$ cat src/rtl/fpu_sequencer.sv
// Float DSP sequencer: issues one float op at a time, waits its fixed latency and returns the
// result over valid/ready; operands stay stable from SETUP until the result is taken or drained.
package fpu_sequencer_pkg;
  typedef enum logic [4:0] {
    ALU_NOP, ALU_ADD, ALU_SUB, ALU_AND, ALU_OR, ALU_XOR, ALU_SLL, ALU_SRL, ALU_SRA,
    ALU_SLT, ALU_SLTU, ALU_F_ADD, ALU_F_SUB, ALU_F_MUL, ALU_F_DIV, ALU_F_SQRT,
    ALU_F_EQ, ALU_F_LT, ALU_F_LTE, ALU_F_INT_FLOAT, ALU_F_FLOAT_INT
  } alu_op_t;
endpackage

module fpu_sequencer
  import fpu_sequencer_pkg::*;
#(
  parameter int LAT_CMP  = 1,
  parameter int LAT_ADD  = 2,
  parameter int LAT_MUL  = 4,
  parameter int LAT_F2I  = 2,
  parameter int LAT_I2F  = 33,
  parameter int LAT_DIV  = 24,
  parameter int LAT_SQRT = 24,
  parameter int CNT_W    = 6
) (
  input  logic        clk,
  input  logic        rst,
  input  logic        req_valid,
  output logic        req_ready,
  input  alu_op_t     req_op,
  input  logic [31:0] req_left,
  input  logic [31:0] req_right,
  input  logic [4:0]  req_rd,
  input  logic        flush,
  output logic        resp_valid,
  input  logic        resp_ready,
  output logic [31:0] resp_data,
  output logic [4:0]  resp_rd,
  output logic        resp_illegal,
  output alu_op_t     dsp_alu_op,
  output logic [31:0] dsp_left,
  output logic [31:0] dsp_right,
  input  logic [31:0] dsp_int_float,
  input  logic [31:0] dsp_float_int,
  input  logic [31:0] dsp_add,
  input  logic [31:0] dsp_sub,
  input  logic [31:0] dsp_mul,
  input  logic [31:0] dsp_div,
  input  logic [31:0] dsp_sqrt,
  input  logic        dsp_eq,
  input  logic        dsp_lt,
  input  logic        dsp_lte
);

  typedef enum logic [2:0] {IDLE, SETUP, START, WAIT, RESP, DRAIN} state_t;

  state_t            state_q, state_d;
  logic [CNT_W-1:0]  cnt_q, cnt_d;
  alu_op_t           op_q, op_d;
  logic [31:0]       left_q, left_d, right_q, right_d, data_q, data_d, result;
  logic [4:0]        rd_q, rd_d;
  logic              ill_q, ill_d;

  function automatic logic is_float(alu_op_t op);
    return op inside {ALU_F_ADD, ALU_F_SUB, ALU_F_MUL, ALU_F_DIV, ALU_F_SQRT,
                      ALU_F_EQ, ALU_F_LT, ALU_F_LTE, ALU_F_INT_FLOAT, ALU_F_FLOAT_INT};
  endfunction

  // Counter is loaded with LAT-1 in START so it reaches 0 in the result cycle S+LAT.
  function automatic logic [CNT_W-1:0] lat_m1(alu_op_t op);
    case (op)
      ALU_F_EQ, ALU_F_LT, ALU_F_LTE: return CNT_W'(LAT_CMP - 1);
      ALU_F_ADD, ALU_F_SUB:          return CNT_W'(LAT_ADD - 1);
      ALU_F_MUL:                     return CNT_W'(LAT_MUL - 1);
      ALU_F_FLOAT_INT:               return CNT_W'(LAT_F2I - 1);
      ALU_F_INT_FLOAT:               return CNT_W'(LAT_I2F - 1);
      ALU_F_DIV:                     return CNT_W'(LAT_DIV - 1);
      ALU_F_SQRT:                    return CNT_W'(LAT_SQRT - 1);
      default:                       return '0;
    endcase
  endfunction

  always_comb begin
    result = '0;
    case (op_q)
      ALU_F_ADD:       result = dsp_add;
      ALU_F_SUB:       result = dsp_sub;
      ALU_F_MUL:       result = dsp_mul;
      ALU_F_DIV:       result = dsp_div;
      ALU_F_SQRT:      result = dsp_sqrt;
      ALU_F_EQ:        result = {31'b0, dsp_eq};
      ALU_F_LT:        result = {31'b0, dsp_lt};
      ALU_F_LTE:       result = {31'b0, dsp_lte};
      ALU_F_INT_FLOAT: result = dsp_int_float;
      ALU_F_FLOAT_INT: result = dsp_float_int;
      default:         result = '0;
    endcase
  end

  always_comb begin
    state_d = state_q;
    cnt_d   = cnt_q;
    op_d    = op_q;
    left_d  = left_q;
    right_d = right_q;
    rd_d    = rd_q;
    data_d  = data_q;
    ill_d   = ill_q;
    case (state_q)
      IDLE: begin
        if (req_valid) begin
          op_d    = req_op;
          left_d  = req_left;
          right_d = req_right;
          rd_d    = req_rd;
          if (is_float(req_op)) begin
            state_d = SETUP;
            cnt_d   = CNT_W'(1);
          end else begin
            state_d = RESP;
            data_d  = '0;
            ill_d   = 1'b1;
          end
        end
      end
      SETUP: begin
        if (flush)               state_d = IDLE;
        else if (cnt_q == '0)    state_d = START;
        else                     cnt_d   = cnt_q - CNT_W'(1);
      end
      START: begin
        cnt_d   = lat_m1(op_q);
        state_d = flush ? DRAIN : WAIT;
      end
      WAIT: begin
        if (cnt_q == '0) begin
          if (flush) begin
            state_d = IDLE;
          end else begin
            state_d = RESP;
            data_d  = result;
            ill_d   = 1'b0;
          end
        end else begin
          cnt_d = cnt_q - CNT_W'(1);
          if (flush) state_d = DRAIN;
        end
      end
      RESP: begin
        if (flush || resp_ready) state_d = IDLE;
      end
      DRAIN: begin
        if (cnt_q == '0) state_d = IDLE;
        else             cnt_d   = cnt_q - CNT_W'(1);
      end
      default: state_d = IDLE;
    endcase
  end

  always_ff @(posedge clk) begin
    if (rst) begin
      state_q <= IDLE;
      cnt_q   <= '0;
      op_q    <= ALU_NOP;
      left_q  <= '0;
      right_q <= '0;
      rd_q    <= '0;
      data_q  <= '0;
      ill_q   <= 1'b0;
    end else begin
      state_q <= state_d;
      cnt_q   <= cnt_d;
      op_q    <= op_d;
      left_q  <= left_d;
      right_q <= right_d;
      rd_q    <= rd_d;
      data_q  <= data_d;
      ill_q   <= ill_d;
    end
  end

  assign req_ready    = (state_q == IDLE);
  assign resp_valid   = (state_q == RESP);
  assign resp_data    = data_q;
  assign resp_rd      = rd_q;
  assign resp_illegal = ill_q;
  assign dsp_alu_op   = (state_q == START) ? op_q : ALU_NOP;
  assign dsp_left     = left_q;
  assign dsp_right    = right_q;

endmodule

$ cat config.mk
export PLATFORM = sky130hd
export DESIGN_NAME = fpu_sequencer
export DESIGN_NICKNAME = d
export VERILOG_FILES = /design/src/rtl/fpu_sequencer.sv
export SDC_FILE = /design/constraint.sdc
export NUM_CORES = 1
export LEC_CHECK = 0
export CAP_MARGIN = 10
export CORE_AREA = 4 4 159 161
export DETAILED_ROUTE_END_ITERATION = 8
export DIE_AREA = 0 0 163 165
export PLACE_DENSITY_LB_ADDON = 0.25
export SKIP_LAST_GASP = 1
export SYNTH_ARGS = -nofsm -noshare
export SYNTH_HDL_FRONTEND = slang
export SYNTH_SLANG_ARGS = --single-unit
$ cat constraint.sdc
create_clock -name clk -period 3.24 [get_ports clk]
set_input_delay 0.486 -clock clk [delete_from_list [all_inputs] [get_ports clk]]
set_output_delay 0.486 -clock clk [all_outputs]
set_load 0.1 [all_outputs]
==> impl_metrics.json, run 1 <==
{
  "cts_setup_buffers": 0,
  "rsz0062_at_grt": "false",
  "nFillCells": 2438,
  "ctsResizeCount": 0,
  "cts_tree": "built",
  "slew_headroom": 0.328,
  "setup_viol": 0,
  "synth_edf_count": 0,
  "nets": 1461,
  "fin_worst_skew_ns": 0.0111,
  "hp-start": "resp_data[7]$_SDFFE_PP0P_",
  "drtIter0Drc": 511,
  "final_cells": 1491,
  "die_x_um": 163,
  "first_pass_iters": 5,
  "r2r-end": "resp_data[12]$_SDFFE_PP0P_",
  "arrival_ns": 2.13,
  "viasPerCell": 4.82,
  "finalCriticalPeriod_ns": 2.62,
  "yosysWarnings": 0,
  "seqPwrFrac": 0.290,
  "rows": 57,
  "critPathRequiredTime_ns": 2.75,
  "synth_top_area_cell": "dfxtp_1",
  "fin_tns_setup_ns": 0,
  "place_inst": 1458,
  "synth_seq_cells": 120,
  "ir_worst_vdd_mv": 0.330,
  "cts_hold_buffers": 0,
  "area_growth_pct": 83.2,
  "clock.fmax_mhz": 382,
  "antenna_found_initial": 4,
  "syn_area_mm2": 0.00592,
  "gp_routability_congestion": 0.831,
  "die_area_mm2": 0.0269,
  "hold_viol_final": 0,
  "cap_violations": 0,
  "drcViolationCount": 0,
  "syn_nets": 1077,
  "outcome": "complete, no violations",
  "p_switching_mw": 2.44,
  "avgSynthCellArea_um2": 7.70,
  "initial_core_util": 0.247,
  "coreArea_mm2": 0.0240,
  "critPathMaxFanout": 13,
  "portBuffers": 414,
  "synthCells": 769,
  "clock_path_buffers": 2,
  "async_flop_share": 0,
  "synth-main-ff-cell": "dfxtp_1",
  "hold_end": "resp_data[7]$_SDFFE_PP0P_",
  "r2r-start": "op_q[3]$_SDFFE_PP0N_",
  "multi_input_area_mm2": 0.00323,
  "grt_usage": 0.198,
  "insertion_delay_ns": 0.40,
  "grt_pass1_vias": 6981,
  "hold_class": "flop to flop",
  "r2r_cells": 6,
  "cts_buffers": 17,
  "utilization": 0.453,
  "yosysTopAreaCellShare": 0.405,
  "finalPower_mw": 6.02,
  "pwr_density_cell_mw_per_mm2": 555,
  "endpoint_kind": "output pin",
  "rrSetupSlack_ns": 0.93,
  "internal_power_mw": 3.58,
  "ys_seq_area_frac": 0.405,
  "ctsHtreeMaxLevel": 4,
  "wl_per_cell_um": 19.2,
  "grt_max_degree": 67,
  "worstSetupStartpointType": "flop",
  "io_pins": 415,
  "synth_commonest_cells": "nand2_1 (191), dfxtp_1 (120), a21oi_1 (87)",
  "drtAntennaViolNets": 0,
  "ys_types": 48,
  "holdPathStages": 2,
  "drive_gt1_frac": 0.0995,
  "timing.setup.critical_path_class": "flop to output pin",
  "dp_hpwl_um": 21500,
  "synthMostInstantiatedCell": "nand2_1",
  "clkSinkCount": 120,
  "swShare": 0.406,
  "grt_pass1_wl_um": 41100,
  "vias": 7192,
  "die_y_um": 165,
  "netlist_top_cells_area": "dfxtp_1 (41%), nand2_1 (12%), a22oi_1 (8.1%)",
  "power_frac_clock": 0.320,
  "regArea_mm2": 0.00240,
  "worst_pin_slew_ns": 1.00,
  "grt.overflow.total": 0,
  "cts_root_buffer": "clkbuf_16",
  "maxSlewViolCount": 0,
  "fin_crit_sh": 0.809,
  "clk_pin_slew_ns": 0.06,
  "combPwrFrac": 0.390,
  "p_leak_nw": 3.96,
  "routed_wl_um": 28600
}
-- worst max-delay path: stages, from the launching register on --
cell and delay [ns]:
dfxtp_1 0.61, nor3b_2 0.56, and2_1 0.25, buf_4 0.31
-- layout by cell type (no fill, tap or decap), types with 4 or more instances in the layout --
| cell | n |
|---|---|
| o21ai_1 | 35 |
| nand3b_1 | 4 |
| o21ai_0 | 8 |
| nor2_1 | 15 |
| a21oi_1 | 87 |
| nor2b_1 | 6 |
| nand2_1 | 191 |
| clkdlybuf4s50_1 | 360 |
| inv_1 | 5 |
| inv_6 | 5 |
| dfxtp_1 | 120 |
| nand2b_1 | 8 |
| and2_1 | 9 |
| clkbuf_16 | 17 |
| a221oi_1 | 30 |
| nand3_1 | 6 |
| buf_4 | 69 |
| and3_1 | 65 |
| a22oi_1 | 64 |
| nor3_1 | 7 |
-- worst max-delay path by stage --
| stage | to | from | cells after the start |
|---|---|---|---|
| 3_5_place_dp | resp_data[24]$_SDFFE_PP0P_ | req_valid | 7 |
| 5_1_grt | dsp_alu_op[3] | state_q[1]$_SDFFE_PP0P_ | 3 |
| 6_report | dsp_alu_op[3] | state_q[1]$_SDFFE_PP0P_ | 3 |
| 2_1_floorplan | resp_valid | state_q[0]$_SDFFE_PP0P_ | 2 |
| 4_1_cts | dsp_alu_op[3] | state_q[1]$_SDFFE_PP0P_ | 3 |
| 3_3_place_gp | resp_data[12]$_SDFFE_PP0P_ | req_valid | 7 |
-- flip-flops by register name, summed over array words and instances (netlist names), named ones only --
signal,count
resp_illegal,1
dsp_right,32
resp_data,32
dsp_left,32
cnt_q,6
resp_rd,5
op_q,5
state_q,3
-- layout make-up --
cell class,count,area share
Tap cell,324,0.0374
Sequential cell,120,0.221
Antenna cell,1,0.000231
Timing Repair Buffer,433,0.386
Multi-Input combinational cell,576,0.298
Clock buffer,18,0.0405
Inverter,5,0.00173
Clock inverter,14,0.0151
-- power by group through the flow --
| stage | clock, mW | sequential (mW) | combinational, mW |
|---|---|---|---|
| after floorplan | 0 | 2.60 | 0.703 |
| after detailed placement | 0 | 1.78 | 2.36 |
| after CTS | 2.00 | 1.75 | 2.37 |
| after global routing | 2.06 | 1.77 | 2.49 |
| after global placement | 0 | 1.77 | 2.35 |
| final | 1.93 | 1.75 | 2.35 |
-- per-stage QoR --
step | hold slack [ns] | worst slack (ns) | instance area, um^2
finish | 0.444 | 0.619 | 10900
global route | 0.465 | 0.392 | 10900
CTS | 0.447 | 0.527 | 10900
detailed placement | 0.439 | 0.571 | 10200
global placement | 0.433 | 0.625 | 10200
floorplan | 0.457 | 0.189 | 5920
-- logic make-up after synthesis --
| family | after synthesis | share of synthesized area |
|---|---|---|
| and+or+nand+nor | 330 | 0.269 |
| AOI/OAI and AO/OA | 240 | 0.261 |
| DFF | 120 | 0.405 |
| buffers and inverters | 73 | 0.0532 |
| muxes | 3 | 0.00507 |
| adders and majority gates | 2 | 0.00422 |
| xor gates and xnor gates | 1 | 0.00148 |
-- metal layers --
| layer | vias up | wire length, um | global-route usage |
|---|---|---|---|
| li1 | 3534 | - | - |
| met2 | 313 | 14000 | 0.343 |
| met5 | - | 45 | 0 |
| met4 | 6 | 678 | 0.0568 |
| met3 | 39 | 2470 | 0.0664 |
| met1 | 3300 | 11400 | 0.234 |
(Power assumes the default switching activity.)
==> inputs of run 2 (changes only) <==
==> constraint.sdc (replaced) <==
create_clock -name clk -period 2.6 [get_ports clk]
set_input_delay 0.39 -clock clk [delete_from_list [all_inputs] [get_ports clk]]
set_output_delay 0.39 -clock clk [all_outputs]
set_load 0.1 [all_outputs]
==> run 2 against run 1 <==
  * Total power rose by 24%
  * Combinational power up 26%
  * Global-route usage increased by 0.50 points
  * Utilization up 0.15 points
  * Via count is 0.44% higher
  * First-iteration DRC count down 19%
  * Setup slack worse by 0.42 ns
  * Sequential power is 25% higher
  * Hold slack got worse by 0.00086 ns
  * Clock-buffer cell count unchanged
  * Clock power increased by 21%
  * Critical endpoint unchanged
  * Largest power group unchanged
==> impl_metrics.json, run 2 (same netlist as run 1, synthesis figures left out) <==
{
  "swShare": 0.408,
  "utilization": 0.454,
  "coreArea_mm2": 0.0240,
  "outcome": "complete, no violations",
  "die_y_um": 165,
  "vias": 7224,
  "rows": 57,
  "cap_violations": 0,
  "rrSetupSlack_ns": 0.47,
  "hold_viol_final": 0,
  "routed_wl_um": 28900,
  "fin_crit_sh": 0.922,
  "power_frac_clock": 0.312,
  "grt_pass1_wl_um": 42200,
  "viasPerCell": 4.81,
  "cts_setup_buffers": 0,
  "setup_slack_ns": 0.202,
  "final_cell_mix": "clkdlybuf4s50_1 (304), nand2_1 (191), buf_4 (129)",
  "nets": 1473,
  "whs_ns": 0.443,
  "ctsResizeCount": 0,
  "seqPwrFrac": 0.292,
  "arrival_ns": 2.01,
  "finalCriticalPeriod_ns": 2.40,
  "layout_commonest_cell": "clkdlybuf4s50_1",
  "insertion_delay_ns": 0.40,
  "drtIter0Drc": 412,
  "die_area_mm2": 0.0269,
  "endpoint_kind": "output pin",
  "fin_tns_setup_ns": 0,
  "combPwrFrac": 0.396,
  "worstSetupStartpointType": "flop",
  "ir_worst_vdd_mv": 0.432,
  "cts_root_buffer": "clkbuf_16",
  "internal_power_mw": 4.42,
  "dp_hpwl_um": 22500,
  "p_switching_mw": 3.04,
  "grt_max_degree": 65,
  "hold_class": "flop to flop",
  "timing.setup.critical_path_class": "flop to output pin",
  "drcViolationCount": 0,
  "drive_gt1_frac": 0.155,
  "slew_headroom": 0.572,
  "preCtsSetupSlack_ns": 0.267,
  "critPathRequiredTime_ns": 2.21,
  "clkSinkCount": 120,
  "nFillCells": 2424,
  "clock.fmax_mhz": 417,
  "grt.overflow.total": 0,
  "clock_path_buffers": 2,
  "cts_hold_buffers": 0,
  "rsz0062_at_grt": "false",
  "cts_tree": "built",
  "critPathMaxFanout": 13,
  "worst_pin_slew_ns": 0.642,
  "first_pass_iters": 5,
  "maxSlewViolCount": 0,
  "grt_pass1_vias": 7192,
  "io_pins": 415,
  "fin_worst_skew_ns": 0.0101,
  "cts_buffers": 17,
  "pwr_density_cell_mw_per_mm2": 686,
  "p_leak_nw": 4.14,
  "wl_per_cell_um": 19.3,
  "portBuffers": 414,
  "antenna_found_initial": 4,
  "die_x_um": 163,
  "initial_core_util": 0.247,
  "gp_routability_congestion": 0.863,
  "area_growth_pct": 83.8,
  "ctsHtreeMaxLevel": 4,
  "clk_pin_slew_ns": 0.06,
  "grt_usage": 0.203,
  "setup_viol": 0,
  "drtAntennaViolNets": 0
}
==> run 2: critical path, cell delays in order, from the launching register on <==
cell and delay (ns):
dfxtp_1 0.63, nor3b_2 0.47, and2_1 0.29, buf_12 0.20
==> run 2: path summary, 6_finish.rpt <==
path                                           startpoint                         to  depth (start not counted)
worst min-delay path            resp_data[6]$_SDFFE_PP0P_  resp_data[6]$_SDFFE_PP0P_                          2
worst max register to register    state_q[2]$_SDFFE_PP0P_      cnt_q[3]$_SDFFE_PP0P_                          5
worst min register to register  resp_data[6]$_SDFFE_PP0P_  resp_data[6]$_SDFFE_PP0P_                          2
worst max-delay path              state_q[1]$_SDFFE_PP0P_              dsp_alu_op[3]                          3
==> run 2: area by class of cell <==
type | instances | area (um^2) | area share
repair buffers | 445 | 4240 | 0.389
multi-input cells | 576 | 3240 | 0.298
flip-flops and latches | 120 | 2400 | 0.221
clock buffers | 18 | 429 | 0.0394
well taps | 324 | 405 | 0.0372
clock inverters | 13 | 148 | 0.0136
inverters | 5 | 18.8 | 0.00172
diodes | 2 | 5.00 | 0.000460
==> run 2: through the flow <==
step / total power, mW / instances / area [um^2]
floorplan: 4.12 / 769 / 5930
global placement: 5.17 / 1470 / 10300
detailed placement: 5.19 / 1470 / 10300
CTS: 7.57 / 1501 / 10900
global route: 7.82 / 1503 / 10900
finish: 7.46 / 1503 / 10900
==> run 2: per-layer routing <==
metal,up-vias,share of wire,track usage
met5,-,0.00093,0
met4,4,0.023,0.0610
met3,38,0.095,0.0794
met2,286,0.49,0.352
met1,3345,0.39,0.231
li1,3551,-,-
==> run 2: power groups by stage <==
stage	combinational, mW	sequential, mW	clock, mW
floorplan	0.879	3.24	0
global route	3.14	2.21	2.48
CTS	2.98	2.18	2.41
finish	2.96	2.18	2.33
detailed placement	2.97	2.22	0
global placement	2.96	2.21	0
